--- src/rtl/mul_div_ctrl.sv ---
// Iterative HI/LO multiply/divide unit.
// MULT/MULTU use 32 shift-add steps and DIV/DIVU use 32 restoring divide steps,
// both on operand magnitudes. A FIX cycle then applies the sign and commits HI/LO.
// MTHI/MTLO write HI/LO directly from IDLE. cancel aborts the operation in flight
// without touching HI/LO.
module mul_div_ctrl #(
  parameter int WIDTH = 32
) (
  input  logic             clk,
  input  logic             reset,
  input  logic             start,
  input  logic [2:0]       op,
  input  logic [WIDTH-1:0] opA,
  input  logic [WIDTH-1:0] opB,
  input  logic             cancel,
  output logic             busy,
  output logic             done,
  output logic [WIDTH-1:0] hi,
  output logic [WIDTH-1:0] lo
);

  localparam int                 CNT_W    = 5;
  localparam logic [CNT_W-1:0]   CNT_LAST = CNT_W'(WIDTH - 1);
  localparam logic [CNT_W-1:0]   CNT_ONE  = CNT_W'(1);
  localparam logic [WIDTH-1:0]   ONE_W    = WIDTH'(1);
  localparam logic [2*WIDTH-1:0] ONE_2W   = (2*WIDTH)'(1);

  typedef enum logic [2:0] {
    OP_NOP   = 3'd0,
    OP_MULT  = 3'd1,
    OP_MULTU = 3'd2,
    OP_DIV   = 3'd3,
    OP_DIVU  = 3'd4,
    OP_MTHI  = 3'd5,
    OP_MTLO  = 3'd6,
    OP_RSVD  = 3'd7
  } op_e;

  typedef enum logic [1:0] {
    S_IDLE = 2'd0,
    S_CALC = 2'd1,
    S_FIX  = 2'd2
  } state_e;

  state_e state_q, state_d;

  // Iteration state.
  // For multiply, rem holds the upper accumulator and quo the multiplier being
  // shifted out. For divide, rem holds the partial remainder and quo collects
  // quotient bits.
  logic [CNT_W-1:0] cnt_q,     cnt_d;
  logic [WIDTH-1:0] rem_q,     rem_d;
  logic [WIDTH-1:0] quo_q,     quo_d;
  logic [WIDTH-1:0] opb_q,     opb_d;      // multiplicand or divisor magnitude
  logic             is_div_q,  is_div_d;
  logic             neg_q,     neg_d;      // negate product / quotient
  logic             rem_neg_q, rem_neg_d;  // remainder takes the dividend sign
  logic             div0_q,    div0_d;
  logic [WIDTH-1:0] hi_q,      hi_d;
  logic [WIDTH-1:0] lo_q,      lo_d;
  logic             done_q,    done_d;

  // Decoded request and control enables.
  logic is_mul_op, is_div_op, signed_op;
  logic accept, load_en, mthi_en, mtlo_en, step_en, commit_en;

  // Datapath intermediates.
  logic             a_neg, b_neg;
  logic [WIDTH-1:0] a_mag, b_mag;
  logic [WIDTH:0]   mul_sum;
  logic [WIDTH:0]   div_shift;
  logic             div_ge;
  logic [WIDTH-1:0] div_sub;
  logic [2*WIDTH-1:0] prod, prod_fix;
  logic [WIDTH-1:0] quo_fix, rem_fix;

  assign is_mul_op = (op == OP_MULT) || (op == OP_MULTU);
  assign is_div_op = (op == OP_DIV)  || (op == OP_DIVU);
  assign signed_op = (op == OP_MULT) || (op == OP_DIV);

  // State register.
  always_ff @(posedge clk or posedge reset) begin
    // NOTE: sequential state uses non-blocking assignments so every register
    // samples pre-edge values regardless of process ordering.
    if (reset) state_q <= S_IDLE;
    else       state_q <= state_d;
  end

  // Next-state logic: IDLE -> CALC (32 steps) -> FIX -> IDLE, cancel exits early.
  always_comb begin
    state_d = state_q;
    case (state_q)
      S_IDLE:  if (load_en) state_d = S_CALC;
      S_CALC: begin
        if (cancel)                 state_d = S_IDLE;
        else if (cnt_q == CNT_LAST) state_d = S_FIX;
      end
      S_FIX:   state_d = S_IDLE;
      default: state_d = S_IDLE;
    endcase
  end

  // FSM outputs: busy flag and the per-cycle datapath enables.
  always_comb begin
    accept    = (state_q == S_IDLE) && start && !cancel;
    busy      = (state_q != S_IDLE);
    load_en   = accept && (is_mul_op || is_div_op);
    mthi_en   = accept && (op == OP_MTHI);
    mtlo_en   = accept && (op == OP_MTLO);
    step_en   = (state_q == S_CALC) && !cancel;
    commit_en = (state_q == S_FIX) && !cancel;
  end

  // Datapath next-state: operand load, one iteration step, sign fix and commit.
  always_comb begin
    // NOTE: each target takes its hold value first, so no path through the
    // enables leaves a variable unassigned and infers a latch.
    cnt_d     = cnt_q;
    rem_d     = rem_q;
    quo_d     = quo_q;
    opb_d     = opb_q;
    is_div_d  = is_div_q;
    neg_d     = neg_q;
    rem_neg_d = rem_neg_q;
    div0_d    = div0_q;
    hi_d      = hi_q;
    lo_d      = lo_q;
    done_d    = commit_en;

    a_neg = signed_op && opA[WIDTH-1];
    b_neg = signed_op && opB[WIDTH-1];
    a_mag = a_neg ? (~opA + ONE_W) : opA;
    b_mag = b_neg ? (~opB + ONE_W) : opB;

    mul_sum   = {1'b0, rem_q} + (quo_q[0] ? {1'b0, opb_q} : '0);
    div_shift = {rem_q, quo_q[WIDTH-1]};
    div_ge    = (div_shift >= {1'b0, opb_q});
    // The true remainder always fits in WIDTH bits, so modular subtraction suffices.
    div_sub   = div_shift[WIDTH-1:0] - opb_q;

    prod     = {rem_q, quo_q};
    prod_fix = neg_q ? (~prod + ONE_2W) : prod;
    quo_fix  = div0_q ? '1 : (neg_q ? (~quo_q + ONE_W) : quo_q);
    rem_fix  = rem_neg_q ? (~rem_q + ONE_W) : rem_q;

    if (mthi_en) hi_d = opA;
    if (mtlo_en) lo_d = opA;

    if (load_en) begin
      cnt_d     = '0;
      rem_d     = '0;
      is_div_d  = is_div_op;
      neg_d     = a_neg ^ b_neg;
      rem_neg_d = a_neg;
      div0_d    = (opB == '0);
      if (is_div_op) begin
        quo_d = a_mag;
        opb_d = b_mag;
      end else begin
        quo_d = b_mag;
        opb_d = a_mag;
      end
    end

    if (step_en) begin
      cnt_d = cnt_q + CNT_ONE;
      if (is_div_q) begin
        rem_d = div_ge ? div_sub : div_shift[WIDTH-1:0];
        quo_d = {quo_q[WIDTH-2:0], div_ge};
      end else begin
        rem_d = mul_sum[WIDTH:1];
        quo_d = {mul_sum[0], quo_q[WIDTH-1:1]};
      end
    end

    if (commit_en) begin
      if (is_div_q) begin
        hi_d = rem_fix;
        lo_d = quo_fix;
      end else begin
        hi_d = prod_fix[2*WIDTH-1:WIDTH];
        lo_d = prod_fix[WIDTH-1:0];
      end
    end
  end

  // Datapath and architectural HI/LO registers.
  always_ff @(posedge clk or posedge reset) begin
    if (reset) begin
      cnt_q     <= '0;
      rem_q     <= '0;
      quo_q     <= '0;
      opb_q     <= '0;
      is_div_q  <= 1'b0;
      neg_q     <= 1'b0;
      rem_neg_q <= 1'b0;
      div0_q    <= 1'b0;
      hi_q      <= '0;
      lo_q      <= '0;
      done_q    <= 1'b0;
    end else begin
      cnt_q     <= cnt_d;
      rem_q     <= rem_d;
      quo_q     <= quo_d;
      opb_q     <= opb_d;
      is_div_q  <= is_div_d;
      neg_q     <= neg_d;
      rem_neg_q <= rem_neg_d;
      div0_q    <= div0_d;
      hi_q      <= hi_d;
      lo_q      <= lo_d;
      done_q    <= done_d;
    end
  end

  assign done = done_q;
  assign hi   = hi_q;
  assign lo   = lo_q;

endmodule

--- config.mk ---
export PLATFORM = sky130hd
export DESIGN_NAME = mul_div_ctrl
export DESIGN_NICKNAME = d
export VERILOG_FILES = /design/src/rtl/mul_div_ctrl.sv
export SDC_FILE = /design/constraint.sdc
export NUM_CORES = 1
export LEC_CHECK = 0
export CORE_UTILIZATION = 40
export DETAILED_ROUTE_END_ITERATION = 10
export PLACE_DENSITY = 0.58
export SYNTH_ARGS = -nofsm -noshare
export SYNTH_HDL_FRONTEND = slang
export SYNTH_SLANG_ARGS = --single-unit
--- constraint.sdc ---
create_clock -name clk -period 10.5 [get_ports clk]
set_input_delay 1.05 -clock clk [delete_from_list [all_inputs] [get_ports clk]]
set_output_delay 1.05 -clock clk [all_outputs]
set_load 0.05 [all_outputs]
* Word-level counts from Yosys, hierarchy flattened
Index checks and enable logic that the tools add are counted.
** Word-level totals
- Bits in registers :: 172
- Output and inout port bits :: 66
- Word-level logic and storage cells :: 87
- Bits of input ports :: 71
** Cells by class
- Bitwise operators :: 6
- Reductions and logical operators :: 21
- Magnitude comparators :: 1
- Muxes and demuxes :: 28
- Equality and inequality tests :: 11
- Add/subtract/negate cells :: 8
** Operators with widths (count)
- two-way mux 32 bit :: 21
- adder 32 x 1 -> 32 bit, second input constant :: 4
- inverter 32 bit :: 4
- adder 64 x 1 -> 64 bit, second input constant :: 1
- two-way mux 64 bit :: 1
- inverter 64 bit :: 1
- adder 32 x 32 -> 33 bit :: 1
- greater-or-equal comparator 33 x 32 -> 1 bit :: 1
- logical NOT 32 bit :: 1
- subtractor 32 bit :: 1
- two-way mux 5 bit :: 2
- equality test 3 bit, second input constant :: 3
- logical AND 1 bit :: 9
- nonzero test 2 bit :: 4
- equality test 3 x 2 -> 1 bit, second input constant :: 2
- two-way mux 2 bit :: 3
- adder 5 x 1 -> 5 bit, second input constant :: 1
- equality test 5 bit, second input constant :: 1
- logical OR 1 bit :: 4
- case mux 2 bit (2 select lines) :: 1
- equality test 3 x 1 -> 1 bit, second input constant :: 1
- inequality test 3 bit, second input constant :: 1
- equality test 2 x 1 -> 1 bit, second input constant :: 1
- equality test 2 bit, second input constant :: 1
- 5 further kinds :: 5

* Longest topological paths before layout
- Depth in word-level cells :: 7
- Depth in mapped cells :: 15
- Depth with buffers taken out :: 13

* Worst setup path after synthesis
Ideal clock, no wire load.
- Path type :: register to register
- Start point :: register quo_q[0]
- End point :: register rem_q[30]
- Path buffers :: 3
- Arrival time :: 3.475 ns
- Clock period less this slack :: 3.601 ns
- Cell stages (with the launch flop) :: 15
- Data required time :: 10.374 ns
- Library setup time :: 0.126 ns
- Setup slack :: 6.899 ns
- Path through :: dfrtp_1 > clkbuf_1 > inv_1 > clkbuf_1 > nor2_1 > ha_1 > clkbuf_1 > a21o_1 > o41ai_1 > a21oi_1 > a211oi_1 > o211ai_1 > a31o_2 > xor2_1 > a221o_1
** On the way
- Cells in the longest elaborated chain, start to end :: 4
** Ends and longest elaborated chain
- start, declared :: line 53 : logic [WIDTH-1:0] quo_q, quo_d;
- start signal, assigned :: line 204 : quo_q <= quo_d;
- two-way mux 32 bit :: line 135 : mul_sum = {1'b0, rem_q} + (quo_q[0] ? {1'b0, opb_q} : '0);
- adder 32 x 32 -> 33 bit :: line 135
- two-way mux 32 bit :: line 167 : if (is_div_q) begin
- two-way mux 32 bit :: line 165 : if (step_en) begin
- end signal, assigned :: line 203 : rem_q <= rem_d;
- end, declared :: line 52 : logic [WIDTH-1:0] rem_q, rem_d;
Every way passes these cells.
A chain may end at the register's enable or synchronous reset.

* Worst setup path in the final report
Same ends and word-level chain as after synthesis.

==> impl_metrics.env <==
export IMPL_outcome="completed"
export IMPL_cap_violations=0
export IMPL_post_route_cells_drive_above_1_share=0.0418
export IMPL_clockBufferDepth=2
export IMPL_worstSetupEndpointType="register"
export IMPL_place_congestion=0.936
export IMPL_min_period_ns=4.23
export IMPL_nets=2044
export IMPL_clock_root_buffer="clkbuf_16"
export IMPL_portBuffers=136
export IMPL_timing_slew_headroom=0.279
export IMPL_routed_wl_mm=52.2
export IMPL_synth_edf_count=0
export IMPL_grt_use_total=0.276
export IMPL_ir_drop_mv=0.201
export IMPL_finalPower_w=0.00540
export IMPL_cts_sinks=172
export IMPL_core_area_um2=35800
export IMPL_slew_viol_final=0
export IMPL_syn_cell_area_um2=14700
export IMPL_cts_hold_buffers=0
export IMPL_firstDrtPassIters=7
export IMPL_cts_resized=0
export IMPL_cts_buffers=17
export IMPL_synth_top_area_share=0.293
export IMPL_critPathMaxFanout=31
export IMPL_htree_levels=4
export IMPL_ys_types=67
export IMPL_max_freq_mhz=236
export IMPL_initial_core_util=0.410
export IMPL_startpoint_type="register"
export IMPL_ys_warn_count=0
export IMPL_drc_errors=0
export IMPL_finClkSkew_ns=0.0152
export IMPL_grt_pass1_wl_mm=80.9
export IMPL_layout_common_cells="nand2_1, dfrtp_1, o21ai_0, clkdlybuf4s50_1, nor2_1"
export IMPL_critPathRequiredTime_ns=10.83
export IMPL_hold_viol=0
export IMPL_rsz0062_at_grt="false"
export IMPL_placed_area_um2=16300
export IMPL_viasPerCell=6.08
export IMPL_floorplan_io_pins=137
export IMPL_ant_nets=0
export IMPL_setup_ws_ns=6.27
export IMPL_worst_ep_arrival_time_ns=4.56
export IMPL_routedWlPerCell_um=22.0
export IMPL_ys_ff_latch=172
export IMPL_worstSkewPairLatency_ns=0.46
export IMPL_async_flop_share=1.00
export IMPL_cts_tree="done"
export IMPL_setup_viol=0
export IMPL_synth_flop_cell="dfrtp_1"
export IMPL_antenna_found_initial=1
export IMPL_fp_dieArea_um2=37500
export IMPL_tns_ns=0
export IMPL_synth_area_leader_cell="dfrtp_1"
export IMPL_rows=69
export IMPL_period_share=0.403
export IMPL_die_y_um=194
export IMPL_num_vias=14400
export IMPL_seq_area_frac_synth=0.293
export IMPL_die_w_um=194
export IMPL_hp_class="reg2reg"
export IMPL_cts_setup_buffers=0
export IMPL_leakagePower_nw=7.24
export IMPL_ys_top_cells_by_area="dfrtp_1, nand2_1, ha_1, o21ai_0, xor2_1"
export IMPL_final_core_util=0.472
export IMPL_post_place_ws_ns=6.13
export IMPL_layout_commonest_cell="nand2_1"
export IMPL_drt_iter0_markers=1226
export IMPL_crit_type="reg2reg"
export IMPL_grt_overflow=0
export IMPL_synth_fp_nets=1993
export IMPL_grt_max_degree=84
export IMPL_powerDensity_nw_per_um2=320
export IMPL_grt_pass1_vias=13700
export IMPL_design_area_um2=16900
export IMPL_avgSynthCellArea_um2=7.94
export IMPL_dp_hpwl_mm=39.1
export IMPL_worst_pin_slew_ns=1.05
export IMPL_synthCells=1850
export IMPL_syn2layout_area_growth_pct=15.1
export IMPL_path_clk_slew_ns=0.07
==> per-layer routing <==
metal  vias up  track usage  share of wire
li1       6841            -              -
met1      7027        0.384           0.47
met2       488        0.439           0.46
met3        72       0.0341          0.052
met4         0       0.0966          0.027
met5         -            0              0
==> report_power, final <==
group	internal, W	switching, W	total, W	leakage, nW
clock network	0.000366	0.000287	0.000653	0.275
logic	0.00133	0.00210	0.00344	4.77
registers	0.000926	0.000387	0.00131	2.19
total	0.00262	0.00278	0.00540	7.24
==> synth_stat cells, drive strengths merged, types with 10 or more instances <==
| cell | number |
|---|---|
| ha | 70 |
| xor2 | 91 |
| o221ai | 46 |
| nand3 | 51 |
| o31ai | 25 |
| nor3 | 32 |
| a21o | 27 |
| nand2b | 17 |
| dfrtp | 172 |
| buf | 12 |
| nand4 | 10 |
| o211ai | 12 |
| xnor2 | 83 |
| o41ai | 10 |
| or3 | 12 |
| a211oi | 13 |
| o21ai | 172 |
| a31oi | 29 |
| clkbuf | 112 |
| and2 | 13 |
| inv | 68 |
| nand2 | 251 |
| a21oi | 122 |
| nor2 | 130 |
| a32oi | 32 |
| nor4 | 23 |
| a22oi | 18 |
| mux2i | 79 |
| or4 | 15 |
==> layout make-up <==
| type | count | area (um2) |
|---|---|---|
| inverter | 70 | 268 |
| antenna | 1 | 2.50 |
| fill | 3651 | 18900 |
| tap | 461 | 577 |
| clock inverter | 7 | 90.1 |
| clock buffer | 23 | 478 |
| sequential | 172 | 4310 |
| multi-input combinational | 1484 | 9670 |
| timing repair buffer | 156 | 1510 |
==> registers in the layout, indices dropped and copies added, names as in the netlist <==
register	count
rem_q	32
cnt_q	5
quo_q	32
div0_q	1
rem_neg_q	1
state_q	2
done	1
lo	32
neg_q	1
opb_q	32
is_div_q	1
hi	32
==> cell families after synthesis <==
logic type,share of synthesized area
compound gates,0.249
xor+xnor,0.104
fa+ha+maj,0.0623
buf+inv,0.0503
flops,0.293
mux,0.0584
simple gates,0.184
==> path summary, 6_finish.rpt <==
path,from,endpoint,slack [ns],depth (start not counted)
min in group asynchronous,reset,rem_q[9],1.06,2
max reg2reg,quo_q[0],rem_q[30],6.27,12
min,opb_q[11],opb_q[11],0.49,2
min reg2reg,opb_q[11],opb_q[11],0.49,2
max in group asynchronous,reset,is_div_q,7.37,4
max,quo_q[0],rem_q[30],6.27,12
==> critical path, cell delays in order (launching register included) <==
cell and delay (ns):
dfrtp_1 0.48, inv_1 0.09, buf_4 0.33, nor2_1 0.10, ha_1 0.38, a21o_1 0.21, o41ai_1 0.56, a21oi_1 0.27
a211oi_1 0.63, o211ai_1 0.27, a31o_2 0.30, xor2_1 0.14, a221o_1 0.32
==> metrics by stage <==
step	instances	hold slack (ns)
floorplan	1850	0.456
global placement	2343	0.473
detailed placement	2343	0.473
CTS	2373	0.494
global route	2374	0.517
finish	2374	0.494
(Power assumes the default switching activity.)
